`config.mk`:
```
export PLATFORM = sky130hd
export DESIGN_NAME = mux_scan_reg
export DESIGN_NICKNAME = d
export VERILOG_FILES = /design/src/rtl/mux_scan_reg.sv
export SDC_FILE = /design/constraint.sdc
export NUM_CORES = 1
export LEC_CHECK = 0
export ABC_AREA = 1
export ABC_CLOCK_PERIOD_IN_PS = 1800
export CAP_MARGIN = 20
export CORE_MARGIN = 1
export CORE_UTILIZATION = 41
export CTS_CLUSTER_SIZE = 14
export DETAILED_ROUTE_END_ITERATION = 10
export PLACE_DENSITY = 0.87
export SETUP_SLACK_MARGIN = 0.05
export SKIP_CTS_REPAIR_TIMING = 1
export SLEW_MARGIN = 20
export SYNTH_ARGS = -nofsm -noshare
export SYNTH_HDL_FRONTEND = slang
export SYNTH_SLANG_ARGS = --single-unit
export TNS_END_PERCENT = 20
```
`constraint.sdc`:
```
create_clock -name clk_i -period 1.8 [get_ports clk_i]
set_clock_uncertainty 0.05 [all_clocks]
set_input_delay 0.27 -clock clk_i [delete_from_list [all_inputs] [get_ports clk_i]]
set_output_delay 0.27 -clock clk_i [all_outputs]
set_load 0.01 [all_outputs]
```
`src/rtl/mux_scan_reg.sv`:
```
// mux_scan_reg: registered NCH-channel, WIDTH-bit multiplexer with a manual
// select mode and an automatic round-robin scan mode. The selected channel is
// captured into an output register that is handed off with a valid/ready
// handshake, so a stalled consumer never loses or skips a sample.
//
// Ports:
//   clk_i        single clock, all state updates on the rising edge
//   reset_i      synchronous, active-high reset
//   in_i         flat channel bus, channel k = in_i[k*WIDTH +: WIDTH]
//   select_i     manual-mode channel index
//   load_i       manual mode: capture select_i and request one sample
//   mode_i       0 = manual, 1 = scan
//   out_o        registered sample
//   out_ch_o     channel index of the sample in out_o
//   out_valid_o  out_o/out_ch_o hold a sample
//   out_ready_i  consumer accepts the sample when out_valid_o && out_ready_i
//   err_o        one-cycle pulse on an out-of-range manual select
module mux_scan_reg #(
    parameter int unsigned WIDTH = 8,
    parameter int unsigned NCH   = 4,
    parameter int unsigned SELW  = 2,
    parameter int unsigned DWELL = 4
) (
    input  logic                 clk_i,
    input  logic                 reset_i,
    input  logic [NCH*WIDTH-1:0] in_i,
    input  logic [SELW-1:0]      select_i,
    input  logic                 load_i,
    input  logic                 mode_i,
    output logic [WIDTH-1:0]     out_o,
    output logic [SELW-1:0]      out_ch_o,
    output logic                 out_valid_o,
    input  logic                 out_ready_i,
    output logic                 err_o
);

    localparam int unsigned CNTW = $clog2(DWELL) + 1;
    localparam logic [SELW-1:0] LastSel = SELW'(NCH - 1);
    localparam logic [CNTW-1:0] LastCnt = CNTW'(DWELL - 1);

    logic [SELW-1:0]  sel_q, sel_d;
    logic [CNTW-1:0]  cnt_q, cnt_d;
    logic             pend_q, pend_d;
    logic             mode_q, mode_d;
    logic [WIDTH-1:0] out_q, out_d;
    logic [SELW-1:0]  out_ch_q, out_ch_d;
    logic             out_valid_q, out_valid_d;
    logic             err_q, err_d;

    logic [WIDTH-1:0] sample;
    logic             free;
    logic             capture;
    logic             legal_sel;

    // Channel mux driven only by the registered index; indices at or above NCH
    // cannot reach sel_q, the zero default just keeps the mux fully defined.
    always_comb begin
        sample = '0;
        for (int k = 0; k < int'(NCH); k++) begin
            if (sel_q == SELW'(k)) begin
                sample = in_i[k*WIDTH +: WIDTH];
            end
        end
    end

    assign free      = !out_valid_q || out_ready_i;
    assign legal_sel = (32'(select_i) < NCH);

    always_comb begin
        sel_d   = sel_q;
        cnt_d   = cnt_q;
        pend_d  = pend_q;
        mode_d  = mode_i;
        err_d   = 1'b0;
        capture = 1'b0;

        if (mode_i != mode_q) begin
            // Switching modes restarts the dwell and drops any manual request;
            // the channel index carries over.
            cnt_d  = '0;
            pend_d = 1'b0;
        end else if (!mode_q) begin
            cnt_d = '0;
            if (pend_q && free) begin
                capture = 1'b1;
                pend_d  = 1'b0;
            end
            // A load in the capture cycle re-arms pend, so a second sample
            // follows from the new index; the capture still uses the old one.
            if (load_i) begin
                if (legal_sel) begin
                    sel_d  = select_i;
                    pend_d = 1'b1;
                end else begin
                    err_d = 1'b1;
                end
            end
        end else begin
            if (cnt_q == LastCnt) begin
                // Hold at the end of the dwell until the output slot frees up.
                if (free) begin
                    capture = 1'b1;
                    cnt_d   = '0;
                    sel_d   = (sel_q == LastSel) ? '0 : sel_q + 1'b1;
                end
            end else begin
                cnt_d = cnt_q + 1'b1;
            end
        end
    end

    always_comb begin
        out_d       = out_q;
        out_ch_d    = out_ch_q;
        out_valid_d = out_valid_q;
        if (capture) begin
            out_d       = sample;
            out_ch_d    = sel_q;
            out_valid_d = 1'b1;
        end else if (out_valid_q && out_ready_i) begin
            out_valid_d = 1'b0;
        end
    end

    always_ff @(posedge clk_i) begin
        if (reset_i) begin
            sel_q       <= '0;
            cnt_q       <= '0;
            pend_q      <= 1'b0;
            mode_q      <= 1'b0;
            out_q       <= '0;
            out_ch_q    <= '0;
            out_valid_q <= 1'b0;
            err_q       <= 1'b0;
        end else begin
            sel_q       <= sel_d;
            cnt_q       <= cnt_d;
            pend_q      <= pend_d;
            mode_q      <= mode_d;
            out_q       <= out_d;
            out_ch_q    <= out_ch_d;
            out_valid_q <= out_valid_d;
            err_q       <= err_d;
        end
    end

    assign out_o       = out_q;
    assign out_ch_o    = out_ch_q;
    assign out_valid_o = out_valid_q;
    assign err_o       = err_q;

endmodule

```
==> flow_summary.toml, run 1 <==
[run_status]
status = "completed"

[routing]
dr.max_layer_used = "met4"
dr_total_vias = 1203
wl_met3_microns = 202
vias_per_cell = 4.83
first_pass_iters = 4
final_antenna_net_count = 0
wl_met2_mm = 1.24
drt_first_iter_violations = 15
wl_met1_mm = 1.23
wire_per_inst_microns = 10.8
post-route-drc-count = 0
drt-total-wl_mm = 2.68

[yosys]
ys_seq_area_share_pct = 32.9
synth_compound_area_share_pct = 15.2
avgSynthCellArea_sq_um = 6.45
syn-num-nets = 214
synthMuxAreaShare_pct = 0
yosysWarnings = 0
synthXorXnorAreaFrac_pct = 0
synth_area_sq_mm = 0.00110
yosys.area_share.simple_pct = 37.1
synth_seq_cells = 18
synthCells = 170
synth_cell_type_count = 23
synthAdderAreaFrac_pct = 5.71
synth_top_family_by_area = "simple AND/OR/NAND/NOR gates"

[timing]
fin_crit_sh_pct = 85.8
fmax_mhz = 648
fin_crit_ps = 1540
setup_viol = 0
tns_ps = 0
finalHoldViolCount = 0
slew_viol_final = 0
rsz0062_at_grt = "false"

[clock_tree]
numCtsBuffers = 3
cts_tree = "built"
cts_root_buf = "clkbuf_4"
cts.sinks = 18
clock_latency_ps = 300
htreeDepth = 1
clk_pin_slew_ps = 100
cts.path.max_buffers = 2

[setup_path]
path_buf_inv = 2
worstSetupPathType = "reg -> reg"
path_delay_family = "flip-flops"
start_kind = "flop"
cp_data_required_time_ps = 1990
crit_arrival_ps = 1740
crit_fanout = 9
path_cells = "inv_1 -> ha_1 -> inv_1 -> nand2_1 -> nand2_1 -> nand3_1 -> a21oi_1"
crit_slowest_cell = "dfxtp_1"
end_kind = "flop"
max_stage_delay_ps = 440
critPathLaunch = "sel_q[0]"
r2r-start = "sel_q[0]"

[pwr]
p_leak_nw = 0.690
p_comb_share_pct = 27.5
power_frac_seq_pct = 45.6
p_int_mw = 0.682
clkPwrFrac_pct = 26.9
totalPowerFinal_mw = 0.940
switchingPower_mw = 0.257
p_sw_share_pct = 27.4
powerDensity_mw_per_mm2 = 571
ir_drop_mv = 0.647

[finish]
final_cell_mix = "54 x nand2_1, 49 x clkdlybuf4s50_1, 21 x a21oi_1"
diodes = 0
drive_gt1_share_pct = 10.0
num-fill-cells = 223
area_delta_synth_final_pct = 50.2
multi_input_area_sq_um = 639
seq_area_sq_um = 360
fin_nets = 264
layout_commonest_cell = "nand2_1"

[worst_hold_path]
hp-start = "cnt_q[2]"
hp-class = "reg -> reg"

[grt]
gr-total-overflow = 0
grt_usage_pct = 19.4
antenna_found_initial = 0
grt_pass1_vias = 1066
grt_pass1_wl_mm = 4.11
grt_max_degree = 12

[placed_design]
port_buffers = 49
dp_hpwl_mm = 2.07
place.gp.congestion = 0.757

[die]
die_x_microns = 53.7
io_pins = 51
core_area_sq_mm = 0.00250
start_util_pct = 43.8
dieArea_sq_mm = 0.00288
die_h_microns = 53.7
rows = 18

[job]
cap_viol_max_count = 0
==> cells by family (layout without fill, tap and decap cells) <==
kind of cell | after synthesis | count (layout)
AO/OA/AOI/OAI | 30 | 30
buffers and inverters | 23 | 72
AND/OR/NAND/NOR | 93 | 93
other | 1 | 1
flip-flops | 18 | 18
adder cells (fa/ha/maj) | 5 | 5
==> per-stage QoR <==
stage	util [%]	hold WS, ps	instance area, sq um	cells	worst slack (ps)
2_1_floorplan	-	289	1100	170	418
3_3_place_gp	64.4	396	1610	245	121
3_5_place_dp	64.4	397	1610	245	79.8
4_1_cts	65.9	413	1650	249	266
5_1_grt	65.9	440	1650	249	53.7
6_report	65.9	409	1650	249	256
==> registers in the layout, summed over array words and instances, names as in the netlist <==
name / cells
cnt_q: 3
mode_q: 1
out_ch_o: 2
out_o: 8
out_valid_o: 1
pend_q: 1
sel_q: 2
==> worst reg2reg max path, delay by kind of cell, from the launching register on <==
kind                     cells  cell delay (ps)
AO/OA/AOI/OAI                1              130
flip-flops                   1              440
AND/OR/NAND/NOR              3              260
adder cells (fa/ha/maj)      1              300
buffers and inverters        2              310
==> final cells by class <==
cell class	instances	share of cell area, %
flip-flops and latches	18	21.9
well taps	30	2.28
repair buffers	52	31.2
inverters	16	3.65
clock buffers	4	2.20
multi-input cells	129	38.8
==> Yosys cell counts (all sizes together) <==
| cell | n | area share, % |
|---|---|---|
| inv | 15 | 5.1 |
| nor3 | 1 | 0.46 |
| buf | 4 | 2.3 |
| nand3 | 17 | 7.8 |
| a21boi | 1 | 0.69 |
| nand2 | 57 | 21 |
| ha | 5 | 5.7 |
| dfxtp | 18 | 33 |
| clkbuf | 3 | 1.0 |
| a211oi | 1 | 0.69 |
| conb | 1 | 0.34 |
| nor2 | 10 | 3.7 |
| o21ai | 6 | 2.7 |
| or2 | 8 | 4.6 |
| clkinv | 1 | 0.34 |
| a21oi | 22 | 11 |
==> power by group through the flow <==
| stage | sequential, mW | clock (mW) | combinational (mW) |
|---|---|---|---|
| after CTS | 0.429 | 0.263 | 0.260 |
| after floorplan | 0.441 | 0 | 0.123 |
| after global routing | 0.431 | 0.274 | 0.288 |
| final | 0.429 | 0.252 | 0.259 |
| after detailed placement | 0.438 | 0 | 0.258 |
| after global placement | 0.437 | 0 | 0.256 |
==> per-layer routing <==
| metal | GRT usage, % | vias to the layer above |
|---|---|---|
| met5 | 0 | - |
| met4 | 4.82 | 0 |
| met3 | 5.65 | 3 |
| met2 | 33.7 | 37 |
| met1 | 23.0 | 522 |
| li1 | - | 641 |
==> worst paths after layout <==
path	to	slack, ps	depth (start not counted)
setup / recovery	out_o[1]	260	7
hold / removal	cnt_q[2]	410	2
setup reg to reg	out_o[1]	260	7
hold reg to reg	cnt_q[2]	410	2
Note: power is estimated with default switching activity, not from simulation.
==> inputs of run 2 (changes only) <==
--- a/config.mk
+++ b/config.mk
@@ -7,7 +7,6 @@
 export LEC_CHECK = 0
 export ABC_AREA = 1
 export ABC_CLOCK_PERIOD_IN_PS = 1800
-export CAP_MARGIN = 20
 export CORE_MARGIN = 1
 export CORE_UTILIZATION = 41
 export CTS_CLUSTER_SIZE = 14
==> results of run 2 <==
The final DEF is identical to that of run 1; final timing and power are the same.
==> inputs of run 3 (changes only) <==
--- a/config.mk
+++ b/config.mk
@@ -5,13 +5,12 @@
 export SDC_FILE = /design/constraint.sdc
 export NUM_CORES = 1
 export LEC_CHECK = 0
-export ABC_AREA = 1
 export ABC_CLOCK_PERIOD_IN_PS = 1800
 export CORE_MARGIN = 1
-export CORE_UTILIZATION = 41
+export CORE_UTILIZATION = 42
 export CTS_CLUSTER_SIZE = 14
 export DETAILED_ROUTE_END_ITERATION = 10
-export PLACE_DENSITY = 0.87
+export PLACE_DENSITY = 0.86
 export SETUP_SLACK_MARGIN = 0.05
 export SKIP_CTS_REPAIR_TIMING = 1
 export SLEW_MARGIN = 20
==> run 3 against run 2 <==
  * Die area is 8.2% higher
  * Setup slack worse by 170 ps
  * Sequential power is 2% lower
  * First-iteration DRC count is 150% higher
  * Flip-flop and latch count stayed put
  * Cell count is 13% lower
  * Critical path depth is 6 lower
  * Register-to-register slack worse by 50 ps
  * Cell area is 4.9% higher
  * Worst hold slack better by 31 ps
  * Wire length is 20% higher
  * Critical path type is now reg -> out
  * Critical endpoint is now out_valid_o
  * Largest cell class unchanged
==> flow_summary.toml, run 3 <==
[die]
core_area_sq_mm = 0.00276
io_pins = 51
die_h_microns = 55.9
start_util_pct = 44.2
die_x_microns = 55.9
dieArea_sq_mm = 0.00312
rows = 19

[yosys]
ys_seq_area_share_pct = 29.6
synth_top_area_share_pct = 29.6
synth_seq_cells = 18
avgSynthCellArea_sq_um = 8.58
synth_largest_area_cell = "dfxtp_1"
ys.flop_type = "dfxtp_1"
synth_cell_type_count = 33
synthCells = 142
syn-num-nets = 186
synthTopCellsByCount = "18 x dfxtp_1, 16 x nand2_1, 11 x a21oi_1, 11 x inv_1"
synth_most_common_cell = "dfxtp_1"
synth-edff-count = 0
yosysWarnings = 0
ys_top_cells_by_area = "dfxtp_1 30%, a221o_1 6.6%, o311ai_0 5.7%"
synth_area_sq_mm = 0.00122
async_flop_share_pct = 0

[routing]
post-route-drc-count = 0
first_pass_iters = 4
drt-total-wl_mm = 3.22
vias_per_cell = 5.68
final_antenna_net_count = 0
dr_total_vias = 1226
wire_per_inst_microns = 14.9
drt_first_iter_violations = 37

[placed_design]
dpl_cell_area_sq_mm = 0.00169
place_ws_ps = -11.7
place.gp.congestion = 0.810
dp_hpwl_mm = 2.55
placedCellCount = 212
port_buffers = 49

[finish]
layout_commonest_cell = "clkdlybuf4s50_1"
stdcell_area_sq_mm = 0.00173
diodes = 0
final_cell_mix = "49 x clkdlybuf4s50_1, 18 x dfxtp_1, 16 x nand2_1"
largest_reg_flops = 8
drive_gt1_share_pct = 12.4
seq_area_sq_um = 360
area_delta_synth_final_pct = 41.7
multi_input_area_sq_um = 737
final_cells = 216
num-fill-cells = 258
fin_nets = 230

[setup_path]
worstSetupPathType = "reg -> out"
crit_fanout = 12
crit_arrival_ps = 1390
start_kind = "flop"
r2r_setup_slack_ps = 210
crit_slowest_cell = "clkdlybuf4s50_1"
rr_worst_depth = 5
path_cells = "clkdlybuf4s50_1"
max_stage_delay_ps = 590
path_delay_family = "buffers and inverters"
r2r-end = "out_o[5]"
cp_data_required_time_ps = 1480
end_kind = "output port"
path_buf_inv = 1
r2r-start = "cnt_q[0]"

[grt]
grt_usage_pct = 21.1
grt_max_degree = 18
grt_pass1_vias = 1205
grt_pass1_wl_mm = 5.26
antenna_found_initial = 0
gr-total-overflow = 0

[worst_hold_path]
hold_path_end = "out_ch_o[0]"
hp-start = "out_ch_o[0]"
hp-class = "reg -> reg"
hold_depth = 2

[clock_tree]
clk_pin_slew_ps = 100
cts_root_buf = "clkbuf_4"
htreeDepth = 1
cts_tree = "built"
cts.sinks = 18
cts.path.max_buffers = 2
numCtsBuffers = 3
clock_latency_ps = 300

[timing]
fin_crit_ps = 1710
setup_viol = 0
worstMarginPinSlew_ps = 569
max-slew-margin-rel_pct = 62.1
setup_slack_ps = 91.1
slew_viol_final = 0
finalHoldViolCount = 0
tns_ps = 0
fin_crit_sh_pct = 94.9
fmax_mhz = 585
rsz0062_at_grt = "true"

[job]
cap_viol_max_count = 0

[pwr]
powerDensity_mw_per_mm2 = 515
p_leak_nw = 0.637
ir_drop_mv = 0.452

[run_status]
status = "completed"
## run 3: changes by cell type after synthesis, sizes merged, moves of 5 or more
cell / before / now
nand3: 17 / 2
nand2: 57 / 16
or3b: 0 / 8
nand3b: 0 / 8
a221o: 0 / 8
nor2: 10 / 2
or2: 8 / 0
buf: 4 / 9
a21oi: 22 / 11
a31oi: 0 / 8
o311ai: 0 / 8
## run 3: cell families after synthesis
| logic type | share of synthesized area (%) |
|---|---|
| AND/OR/NAND/NOR | 26.6 |
| AO/OA/AOI/OAI | 23.8 |
| buffers and inverters | 10.4 |
| flip-flops | 29.6 |
| multiplexers | 4.21 |
| adder cells (fa/ha/maj) | 5.13 |
| other | 0.308 |
## run 3: through the flow
step	power [mW]	hold slack (ps)	util [%]
final	0.890	440	62.6
after CTS	0.892	439	62.4
after global placement	0.642	408	61.1
after detailed placement	0.647	422	61.1
after floorplan	0.533	289	-
after global routing	0.925	463	62.6
## run 3: worst max path at each step
stage,from,end,slack [ps],depth (start not counted)
after floorplan,sel_q[0],out_o[6],300,6
after global placement,mode_i,out_o[6],40,5
after detailed placement,mode_i,out_o[6],-10,5
after CTS,out_valid_o,out_valid_o,80,1
after global routing,out_valid_o,out_valid_o,20,1
final,out_valid_o,out_valid_o,90,1
## run 3: routing by layer
layer,global-route usage (%),vias up,share of wire [%]
li1,-,602,-
met1,24.2,583,43
met2,37.2,34,51
met3,5.35,7,4.5
met4,8.71,0,1.4
met5,0,-,0
## run 3: area by class of cell
| type | instances | area share [%] |
|---|---|---|
| multi-input combinational | 100 | 42.7 |
| timing repair buffer | 52 | 29.7 |
| sequential | 18 | 20.9 |
| inverter | 11 | 2.39 |
| tap | 31 | 2.25 |
| clock buffer | 4 | 2.10 |
## run 3: power by group
group	leakage, nW	switching [mW]	internal [mW]
logic	0.470	0.0799	0.140
registers	0.146	0.0121	0.409
clock network	0.0210	0.126	0.123
total	0.637	0.218	0.672
